--- src/rtl/vram_slot_arbiter_if.sv ---
// Bus bundle between the VRAM arbiter, its video/host clients
// and the asynchronous video RAM pins.
interface vram_slot_arbiter_if #(
  parameter int ADDR_W = 17,
  parameter int DATA_W = 8
);
  logic              video_active;
  logic [ADDR_W-1:0] video_addr;
  logic              host_req;
  logic              host_we;
  logic [ADDR_W-1:0] host_addr;
  logic [DATA_W-1:0] host_wdata;
  logic              host_ready;
  logic              host_rvalid;
  logic [DATA_W-1:0] host_rdata;
  logic [ADDR_W-1:0] ram_addr;
  logic [DATA_W-1:0] ram_wdata;
  logic              ram_data_oe;
  logic [DATA_W-1:0] ram_rdata;
  logic              ram_we_n;
  logic              ram_oe_n;
  logic              video_latch_n;
  logic [7:0]        overrun_cnt;

  modport master (
    output video_active,
    output video_addr,
    output host_req,
    output host_we,
    output host_addr,
    output host_wdata,
    output ram_rdata,
    input  host_ready,
    input  host_rvalid,
    input  host_rdata,
    input  ram_addr,
    input  ram_wdata,
    input  ram_data_oe,
    input  ram_we_n,
    input  ram_oe_n,
    input  video_latch_n,
    input  overrun_cnt
  );

  modport slave (
    input  video_active,
    input  video_addr,
    input  host_req,
    input  host_we,
    input  host_addr,
    input  host_wdata,
    input  ram_rdata,
    output host_ready,
    output host_rvalid,
    output host_rdata,
    output ram_addr,
    output ram_wdata,
    output ram_data_oe,
    output ram_we_n,
    output ram_oe_n,
    output video_latch_n,
    output overrun_cnt
  );
endinterface

--- src/rtl/vram_slot_arbiter.sv ---
// VRAM slot arbiter: 8-cycle windows, slot A video-first, slot B
// host-only, with a small host command FIFO and registered strobes.
module vram_slot_arbiter #(
  parameter int ADDR_W     = 17,
  parameter int DATA_W     = 8,
  parameter int FIFO_DEPTH = 2
) (
  input logic                master_clock,
  input logic                master_reset_n,
  vram_slot_arbiter_if.slave bus
);
  localparam int PW = $clog2(FIFO_DEPTH);
  localparam int CW = PW + 1;
  localparam logic [CW-1:0] FULL = CW'(FIFO_DEPTH);

  typedef enum logic [1:0] {
    IDLE  = 2'd0,
    VIDEO = 2'd1,
    HOST  = 2'd2
  } owner_t;

  typedef struct packed {
    logic              we;
    logic [ADDR_W-1:0] addr;
    logic [DATA_W-1:0] wdata;
  } cmd_t;

  cmd_t          fifo_mem [FIFO_DEPTH];
  logic [PW-1:0] wr_ptr;
  logic [PW-1:0] rd_ptr;
  logic [CW-1:0] count;
  logic [CW-1:0] count_n;
  logic          push;
  logic          pop;
  logic          has_cmd;
  cmd_t          in_cmd;
  cmd_t          head;

  logic [2:0]    ph;
  logic [2:0]    ph_n;
  owner_t        own;
  owner_t        own_n;
  cmd_t          cmd;
  cmd_t          cmd_n;

  logic [ADDR_W-1:0] addr_q;
  logic [ADDR_W-1:0] addr_d;
  logic [DATA_W-1:0] wdata_q;
  logic [DATA_W-1:0] wdata_d;
  logic              oe_n_q;
  logic              oe_n_d;
  logic              we_n_q;
  logic              we_n_d;
  logic              doe_q;
  logic              doe_d;
  logic              latch_n_q;
  logic              latch_n_d;
  logic              rvalid_q;
  logic              rvalid_d;
  logic [DATA_W-1:0] rdata_q;
  logic [DATA_W-1:0] rdata_d;
  logic              ready_q;
  logic              ready_d;
  logic [7:0]        ovr_q;
  logic [7:0]        ovr_d;
  logic [1:0]        p_n;

  assign push    = bus.host_req && ready_q;
  assign in_cmd  = '{we: bus.host_we,
                     addr: bus.host_addr,
                     wdata: bus.host_wdata};
  // An empty FIFO forwards the incoming command straight to the slot.
  assign has_cmd = (count != '0) || push;
  assign head    = (count == '0) ? in_cmd : fifo_mem[rd_ptr];
  assign count_n = count + CW'(push) - CW'(pop);

  always_ff @(posedge master_clock) begin
    if (push) fifo_mem[wr_ptr] <= in_cmd;
  end

  always_ff @(posedge master_clock or negedge master_reset_n) begin
    if (!master_reset_n) begin
      wr_ptr <= '0;
      rd_ptr <= '0;
      count  <= '0;
    end else begin
      if (push) wr_ptr <= wr_ptr + PW'(1);
      if (pop)  rd_ptr <= rd_ptr + PW'(1);
      count <= count_n;
    end
  end

  always_ff @(posedge master_clock or negedge master_reset_n) begin
    if (!master_reset_n) begin
      ph        <= '0;
      own       <= IDLE;
      cmd       <= '0;
      addr_q    <= '0;
      wdata_q   <= '0;
      oe_n_q    <= 1'b1;
      we_n_q    <= 1'b1;
      doe_q     <= 1'b0;
      latch_n_q <= 1'b1;
      rvalid_q  <= 1'b0;
      rdata_q   <= '0;
      ready_q   <= 1'b0;
      ovr_q     <= '0;
    end else begin
      ph        <= ph_n;
      own       <= own_n;
      cmd       <= cmd_n;
      addr_q    <= addr_d;
      wdata_q   <= wdata_d;
      oe_n_q    <= oe_n_d;
      we_n_q    <= we_n_d;
      doe_q     <= doe_d;
      latch_n_q <= latch_n_d;
      rvalid_q  <= rvalid_d;
      rdata_q   <= rdata_d;
      ready_q   <= ready_d;
      ovr_q     <= ovr_d;
    end
  end

  always_comb begin
    ph_n  = ph + 3'd1;
    own_n = own;
    cmd_n = cmd;
    pop   = 1'b0;
    unique case (1'b1)
      ph == 3'd7: begin
        if (bus.video_active) begin
          own_n      = VIDEO;
          cmd_n.we   = 1'b0;
          cmd_n.addr = bus.video_addr;
        end else if (has_cmd) begin
          own_n = HOST;
          cmd_n = head;
          pop   = 1'b1;
        end else begin
          own_n = IDLE;
        end
      end
      ph == 3'd3: begin
        if (has_cmd) begin
          own_n = HOST;
          cmd_n = head;
          pop   = 1'b1;
        end else begin
          own_n = IDLE;
        end
      end
      default: ;
    endcase
  end

  // Strobes are computed for the coming cycle and registered.
  always_comb begin
    p_n       = ph_n[1:0];
    addr_d    = addr_q;
    wdata_d   = wdata_q;
    oe_n_d    = 1'b1;
    we_n_d    = 1'b1;
    doe_d     = 1'b0;
    latch_n_d = 1'b1;
    unique case (own_n)
      VIDEO: begin
        addr_d    = cmd_n.addr;
        oe_n_d    = 1'b0;
        latch_n_d = (p_n != 2'd3);
      end
      HOST: begin
        addr_d = cmd_n.addr;
        if (cmd_n.we) begin
          wdata_d = cmd_n.wdata;
          doe_d   = 1'b1;
          we_n_d  = !((p_n == 2'd1) || (p_n == 2'd2));
        end else begin
          oe_n_d = 1'b0;
        end
      end
      default: ;
    endcase
    rvalid_d = (own == HOST) && !cmd.we && (ph[1:0] == 2'd3);
    rdata_d  = rvalid_d ? bus.ram_rdata : rdata_q;
    ready_d  = count_n < FULL;
    ovr_d    = ovr_q;
    if (bus.host_req && !ready_q && (ovr_q != 8'hFF))
      ovr_d = ovr_q + 8'd1;
  end

  assign bus.ram_addr      = addr_q;
  assign bus.ram_wdata     = wdata_q;
  assign bus.ram_oe_n      = oe_n_q;
  assign bus.ram_we_n      = we_n_q;
  assign bus.ram_data_oe   = doe_q;
  assign bus.video_latch_n = latch_n_q;
  assign bus.host_rvalid   = rvalid_q;
  assign bus.host_rdata    = rdata_q;
  assign bus.host_ready    = ready_q;
  assign bus.overrun_cnt   = ovr_q;
endmodule

--- src/flat_wrapper.sv ---
// flat-port wrapper written by rule: the top's interface ports become plain ports
module vram_slot_arbiter_flat 
#(
  parameter int ADDR_W     = 17,
  parameter int DATA_W     = 8,
  parameter int FIFO_DEPTH = 2
)
  (master_clock, master_reset_n, bus_video_active, bus_video_addr, bus_host_req, bus_host_we, bus_host_addr, bus_host_wdata, bus_ram_rdata, bus_host_ready, bus_host_rvalid, bus_host_rdata, bus_ram_addr, bus_ram_wdata, bus_ram_data_oe, bus_ram_we_n, bus_ram_oe_n, bus_video_latch_n, bus_overrun_cnt);
  vram_slot_arbiter_if #(.ADDR_W(ADDR_W), .DATA_W(DATA_W)) bus_i ();
  input logic master_clock;
  input logic master_reset_n;
  input wire logic [$bits(bus_i.video_active)-1:0] bus_video_active;
  input wire logic [$bits(bus_i.video_addr)-1:0] bus_video_addr;
  input wire logic [$bits(bus_i.host_req)-1:0] bus_host_req;
  input wire logic [$bits(bus_i.host_we)-1:0] bus_host_we;
  input wire logic [$bits(bus_i.host_addr)-1:0] bus_host_addr;
  input wire logic [$bits(bus_i.host_wdata)-1:0] bus_host_wdata;
  input wire logic [$bits(bus_i.ram_rdata)-1:0] bus_ram_rdata;
  output wire logic [$bits(bus_i.host_ready)-1:0] bus_host_ready;
  output wire logic [$bits(bus_i.host_rvalid)-1:0] bus_host_rvalid;
  output wire logic [$bits(bus_i.host_rdata)-1:0] bus_host_rdata;
  output wire logic [$bits(bus_i.ram_addr)-1:0] bus_ram_addr;
  output wire logic [$bits(bus_i.ram_wdata)-1:0] bus_ram_wdata;
  output wire logic [$bits(bus_i.ram_data_oe)-1:0] bus_ram_data_oe;
  output wire logic [$bits(bus_i.ram_we_n)-1:0] bus_ram_we_n;
  output wire logic [$bits(bus_i.ram_oe_n)-1:0] bus_ram_oe_n;
  output wire logic [$bits(bus_i.video_latch_n)-1:0] bus_video_latch_n;
  output wire logic [$bits(bus_i.overrun_cnt)-1:0] bus_overrun_cnt;
  assign bus_i.video_active = bus_video_active;
  assign bus_i.video_addr = bus_video_addr;
  assign bus_i.host_req = bus_host_req;
  assign bus_i.host_we = bus_host_we;
  assign bus_i.host_addr = bus_host_addr;
  assign bus_i.host_wdata = bus_host_wdata;
  assign bus_i.ram_rdata = bus_ram_rdata;
  assign bus_host_ready = bus_i.host_ready;
  assign bus_host_rvalid = bus_i.host_rvalid;
  assign bus_host_rdata = bus_i.host_rdata;
  assign bus_ram_addr = bus_i.ram_addr;
  assign bus_ram_wdata = bus_i.ram_wdata;
  assign bus_ram_data_oe = bus_i.ram_data_oe;
  assign bus_ram_we_n = bus_i.ram_we_n;
  assign bus_ram_oe_n = bus_i.ram_oe_n;
  assign bus_video_latch_n = bus_i.video_latch_n;
  assign bus_overrun_cnt = bus_i.overrun_cnt;
  vram_slot_arbiter #(.ADDR_W(ADDR_W), .DATA_W(DATA_W), .FIFO_DEPTH(FIFO_DEPTH)) u_core (.master_clock(master_clock), .master_reset_n(master_reset_n), .bus(bus_i));
endmodule
--- config.mk ---
export PLATFORM = sky130hd
export DESIGN_NAME = vram_slot_arbiter_flat
export DESIGN_NICKNAME = d
export VERILOG_FILES = /design/src/rtl/vram_slot_arbiter_if.sv /design/src/rtl/vram_slot_arbiter.sv /design/src/flat_wrapper.sv
export SDC_FILE = /design/constraint.sdc
export NUM_CORES = 1
export LEC_CHECK = 0
export ABC_AREA = 1
export CAP_MARGIN = 0
export CORE_AREA = 2 2 91 181
export CTS_CLUSTER_DIAMETER = 100
export DETAILED_ROUTE_END_ITERATION = 8
export DIE_AREA = 0 0 93 183
export GPL_TIMING_DRIVEN = 0
export SYNTH_ARGS = -nofsm -noshare
export SYNTH_HDL_FRONTEND = slang
export SYNTH_SLANG_ARGS = --single-unit
--- constraint.sdc ---
create_clock -name master_clock -period 2.9 [get_ports master_clock]
set_input_delay 0.435 -clock master_clock [delete_from_list [all_inputs] [get_ports master_clock]]
set_output_delay 0.435 -clock master_clock [all_outputs]
set_load 0.02 [all_outputs]
After elaboration in Yosys (flattened, before gate mapping) --
Memories as Yosys holds them, arrays and structs flattened. Index checks and enable logic that the tools add are counted.
Word-level totals: register bits after elaboration 82, bits in latches 0, memory bits (writable) 52, memory bits (read-only) 0, input port bits 55, logic and storage cells 69, output and inout port bits 47, memories kept 1
Cells by class: reduce and logical (&&, ||, !) cells 14, eq/ne operators 10, multipliers 0, mux-type cells 19, div/mod/pow operators 0, shift operators 0, add/subtract/negate cells 6, $lt $le $gt $ge 1, bitwise logic cells 0
Memory list:
- u_core.fifo_mem | words 2, bits a word 26, rd ports 1, clocked after memory_dff 0, write ports 1, line vram_slot_arbiter.sv:28 | cmd_t fifo_mem [FIFO_DEPTH];
Operators with widths (count):
- $mux W26 | 2
- $pmux W26 S2 | 1
- $mux W18 | 1
- $mux W1 | 9
- $add A8 B1 Y8 const B | 1
- $eq A2 B2 Y1 const B | 4
- $mux W8 | 1
- $ne A8 B8 Y1 const B | 1
- $logic_and A1 B1 Y1 | 5
- $eq A2 B1 Y1 const B | 2
- $mux W2 | 2
- $pmux W1 S2 | 2
- $pmux W2 S2 | 1
- $add A3 B1 Y3 const B | 1
- $eq A3 B2 Y1 const B | 1
- $eq A3 B3 Y1 const B | 1
- $logic_not A1 Y1 | 3
- $add A1 B1 Y1 const B | 2
- $add A2 B1 Y2 | 1
- $logic_not A2 Y1 | 1
- $logic_or A1 B1 Y1 | 2
- $lt A2 B2 Y1 const B | 1
- $ne A2 B2 Y1 const B | 1
- $reduce_and A2 Y1 | 1
- other kinds (3) | 3

Depth between registers and ports, before layout --
Gate-level depths: netlist of run 1.
word-level depth 7, depth in mapped cells 14, gate-level depth less buffers 12

Worst setup path after synthesis of run 1 --
Ideal clock, no wire load.
path kind flip-flop to flip-flop, start reg u_core.ready_q, in the netlist u_core.bus.host_ready, end mem u_core.fifo_mem[0][0] in the netlist's numbering (enable), clock period less this slack 2430 ps, setup time 409 ps, data required time 2491 ps, slack 470 ps, arrival time 2021 ps, cell stages (with the launch flop) 5, path buffers 2, cells stage by stage dfrtp_1 -> nand2_2 -> buf_2 -> buf_2 -> nor2_1
Between the ends: longest elaborated chain between the ends 3
RTL lines:
- start: declaration | line vram_slot_arbiter.sv:62 | logic ready_q;
- start signal: assignment | line vram_slot_arbiter.sv:120 | ready_q <= ready_d;
- $logic_and A1 B1 Y1 | line vram_slot_arbiter.sv:68 | assign push = bus.host_req && ready_q;
- $mux W1 | line vram_slot_arbiter.sv:78 | if (push) fifo_mem[wr_ptr] <= in_cmd;
- $mux W1 (not written as such) | line vram_slot_arbiter.sv:78
- end: declaration | line vram_slot_arbiter.sv:28
No other way between the ends.

Worst setup path after layout of run 1 --
start reg u_core.ph[0], end reg u_core.addr_q[12], in the netlist u_core.bus.ram_addr[12]
Between the ends: longest elaborated chain between the ends 4, elaborated cells between the ends (all ways) 7, classes of those cells 4 x eq/ne; 2 x mux; 1 x reduce/logical
RTL lines:
- start: declaration | line vram_slot_arbiter.sv:39 | logic [2:0] ph;
- start signal: assignment | line vram_slot_arbiter.sv:109 | ph <= ph_n;
- $eq A3 B2 Y1 / $eq A3 B3 Y1 (equally long branches) | line vram_slot_arbiter.sv:144, vram_slot_arbiter.sv:131
- $pmux W2 S2 * | line vram_slot_arbiter.sv:130 | unique case (1'b1)
- named net u_core.own_n[0] | line vram_slot_arbiter.sv:42 | owner_t own_n;
- $eq A2 B1 Y1 / $eq A2 B2 Y1 (equally long branches) | line vram_slot_arbiter.sv:166 | unique case (own_n)
- $reduce_or A2 Y1 (no source line) *
- end signal: assignment | line vram_slot_arbiter.sv:112 | addr_q <= addr_d;
- end: declaration | line vram_slot_arbiter.sv:46 | logic [ADDR_W-1:0] addr_q;
Mark *: on every way through the listed nets, which the timed path passes. The rest lies on a longest branch. A chain may end at the register's enable or synchronous reset.

==> results.sh, run 1 <==
export IMPL_grt_overflow_total=0
export IMPL_num_rows=65
export IMPL_dpl_worst_slack_ns=0.00892
export IMPL_yosysWarnings=0
export IMPL_num_vias=4621
export IMPL_yosysUniqueCellTypes=39
export IMPL_drt_pass1_iterations=4
export IMPL_yosysTopAreaCell="dfrtp_1"
export IMPL_power_density_mw_per_mm2=989
export IMPL_relSlewSlack_pct=43.8
export IMPL_rsz0062_at_grt="no"
export IMPL_grt_pass1_wl_um=24000
export IMPL_place_port_buffers=101
export IMPL_antennaDiodeCount=0
export IMPL_grt_max_degree=43
export IMPL_placed_cells=965
export IMPL_vias_per_cell=4.64
export IMPL_drt_wl_total_um=15000
export IMPL_outcome="finished clean"
export IMPL_drtAntennaViolNets=0
export IMPL_post_route_util_pct=51.7
export IMPL_drcViolationCount=0
export IMPL_r2r_setup_slack_ns=0.25
export IMPL_whs_ns=0.00735
export IMPL_grt_use_met3_pct=3.49
export IMPL_critPathKind="register to register"
export IMPL_cts_root_buf="clkbuf_16"
export IMPL_crit_required_ns=3.24
export IMPL_cts_buffer_depth=2
export IMPL_holdBufCountCts=0
export IMPL_busiest_layer="met2"
export IMPL_setup_viol=0
export IMPL_leakage_nw=3.73
export IMPL_nets=846
export IMPL_synth_avg_cell_area_um2=9.32
export IMPL_hold_viol=0
export IMPL_dpl_cell_area_mm2=0.00748
export IMPL_area_delta_synth_final_pct=30.9
export IMPL_coreArea_mm2=0.0156
export IMPL_seq_area_mm2=0.00362
export IMPL_clock_skew_ns=0.00759
export IMPL_dp_hpwl_um=10700
export IMPL_grt_pass1_vias=4610
export IMPL_cts_buffers=17
export IMPL_grt_usage_pct=18.6
export IMPL_crit_path_start_kind="register"
export IMPL_max_slew_worst_pin_slew_ns=0.842
export IMPL_ys_seq_elements=134
export IMPL_ys_seq_area_share_pct=58.7
export IMPL_period_needed_ns=2.65
export IMPL_syn_area_mm2=0.00616
export IMPL_routabilityCongestion=0.798
export IMPL_use_met1_pct=23.3
export IMPL_multiInputGateArea_mm2=0.00219
export IMPL_routedWlPerCell_um=15.1
export IMPL_synth_top_cell_area_share_pct=32.1
export IMPL_layout_setup_ws_ns=0.254
export IMPL_htree_levels=4
export IMPL_die_w_um=93
export IMPL_r2r_start="u_core.ph[0]"
export IMPL_drv_slew=0
export IMPL_numClockSinks=134
export IMPL_critical_path_arrival_ns=2.99
export IMPL_die_h_um=183
export IMPL_crit_fanout=19
export IMPL_syn_inst=661
export IMPL_vdd_ir_drop_max_mv=0.509
export IMPL_fillers=1493
export IMPL_cts_clk_slew_worst_paths_ns=0.06
export IMPL_first_iter_violations=180
export IMPL_async_reset_ff_share_pct=61.2
export IMPL_synthesis_nets=725
export IMPL_cts_tree="done"
export IMPL_met2_usage_pct=31.9
export IMPL_max_cap_violations=0
export IMPL_die_area_mm2=0.0170
export IMPL_post_route_period_util_pct=91.2
export IMPL_final_area_mm2=0.00807
export IMPL_worstSkewPairLatency_ns=0.41
export IMPL_synth_edf_count=52
export IMPL_antenna_found_initial=0
export IMPL_ios=102
export IMPL_synth_area_leaders="dfrtp_1, edfxtp_1, nand2_1"
export IMPL_min_path_type="input pin to asynchronous set/reset pin"
export IMPL_initial_core_util_pct=39.5
export IMPL_critPathLaunch="u_core.ph[0]"
export IMPL_postCtsSetupRepairBufs=0
export IMPL_max_freq_mhz=378
export IMPL_instances_no_fill=996
export IMPL_drive_above_1_share_pct=12.3
export IMPL_ys_flop_type="dfrtp_1"
export IMPL_worstSetupEndpointType="register"
-- critical path, stage by stage (launching register included) --
cell and delay [ns]:
dfrtp_1 0.40, ha_1 0.24, ha_1 0.21, nor2_1 0.21, clkbuf_4 0.34, a21oi_1 0.13, inv_1 0.09, ha_1 0.31
inv_1 0.11, buf_2 0.25, nand3_1 0.18, nand2_1 0.10
-- routing by layer --
layer  vias to the layer above  part of all wire (%)
met1                      2150                    41
met2                       101                    53
met4                         0                   1.3
met5                         -                     0
li1                       2357                     -
met3                        13                   4.3
-- where the power goes --
part / leakage, nW / total (W) / switching [W] / internal, W
Sequential: 1.48 / 0.00287 / 0.000284 / 0.00259
Clock: 0.283 / 0.00214 / 0.000851 / 0.00129
Combinational: 1.96 / 0.00297 / 0.00179 / 0.00118
Total: 3.73 / 0.00798 / 0.00292 / 0.00506
-- stage by stage --
step / TNS (ns) / total power, W
floorplan: 0 / 0.00466
global placement: -184.15 / 0.00584
detailed placement: 0 / 0.00591
CTS: 0 / 0.00809
global route: 0 / 0.00850
finish: 0 / 0.00798
-- final cells by class --
cell class                      instances  area share [%]
Buffer                                 23            2.06
Clock buffer                           17            5.27
Clock inverter                         15            2.05
Inverter                               53            2.50
Multi-Input combinational cell        450            27.1
Sequential cell                       134            44.8
Tap cell                              201            3.12
Timing Repair Buffer                  103            13.1
-- synthesized netlist by cell type, types with 4 or more instances --
cell type / instances
nand2_1: 281
dfrtp_1: 79
nand3_1: 54
edfxtp_1: 52
inv_1: 46
buf_2: 14
nor2_1: 14
a21boi_1: 10
o21ai_1: 10
ha_1: 9
nand2_2: 9
nand3_2: 8
o21ai_0: 8
inv_2: 6
or2_1: 6
a21oi_1: 5
xnor2_1: 5
xor2_1: 5
a31oi_1: 4
buf_4: 4
buf_6: 4
or2_2: 4
-- cells by family after synthesis --
family          Yosys count  synth area share [%]
xor+xnor                 10                  1.42
buf+inv                  77                  6.01
flops                   134                  58.7
compound gates           43                  4.61
simple gates            388                  27.4
fa+ha+maj                 9                  1.83
-- path summary, 6_finish.rpt --
kind,end,depth (start not counted)
min,u_core.wr_ptr,1
max reg2reg,u_core.bus.ram_addr[12],11
max in group asynchronous,u_core.bus.video_latch_n,2
min in group master_clock,u_core.cmd[4],2
max,u_core.bus.ram_addr[12],11
min reg2reg,u_core.cmd[4],2
-- layout by cell type, fill, tap and decap left out, types with 9 or more instances in the layout --
master,netlist,routed
o21ai_1,10,10
dfrtp_1,79,79
edfxtp_1,52,52
nand2_1,281,281
clkdlybuf4s50_1,0,100
buf_2,14,12
nand3_1,54,54
nand2_2,9,9
nor2_1,14,12
ha_1,9,9
a21boi_1,10,10
inv_1,46,46
clkbuf_16,0,17
-- flip-flops by register name, indices dropped and copies added (netlist names), 2 cells and up --
name and cells:
u_core.bus.ram_wdata 8, u_core.bus.ram_addr 17, u_core.ph 3, u_core.own 2, u_core.fifo_mem 52, u_core.bus.host_rdata 8
u_core.cmd 26, u_core.bus.overrun_cnt 8, u_core.count 2
-- what timing repair did --
action / 4_1_cts / 5_1_grt
endpoints found under the hold margin: 0 / 0
setup endpoints to repair: 1 / 12
pin swaps: 0 / 0
gates resized for setup: 0 / 1
No activity file was read; power rests on OpenSTA's default activity.
==> run 2, diff against run 1 <==
==> constraint.sdc (replaced) <==
create_clock -name master_clock -period 2.9 [get_ports master_clock]
set_input_delay 0.58 -clock master_clock [delete_from_list [all_inputs] [get_ports master_clock]]
set_output_delay 0.58 -clock master_clock [all_outputs]
set_load 0.02 [all_outputs]
==> results of run 2 <==
The final DEF is identical to that of run 1. Status: finished clean.
Among the figures that moved: hold slack 0.00735 ns -> 0.152 ns
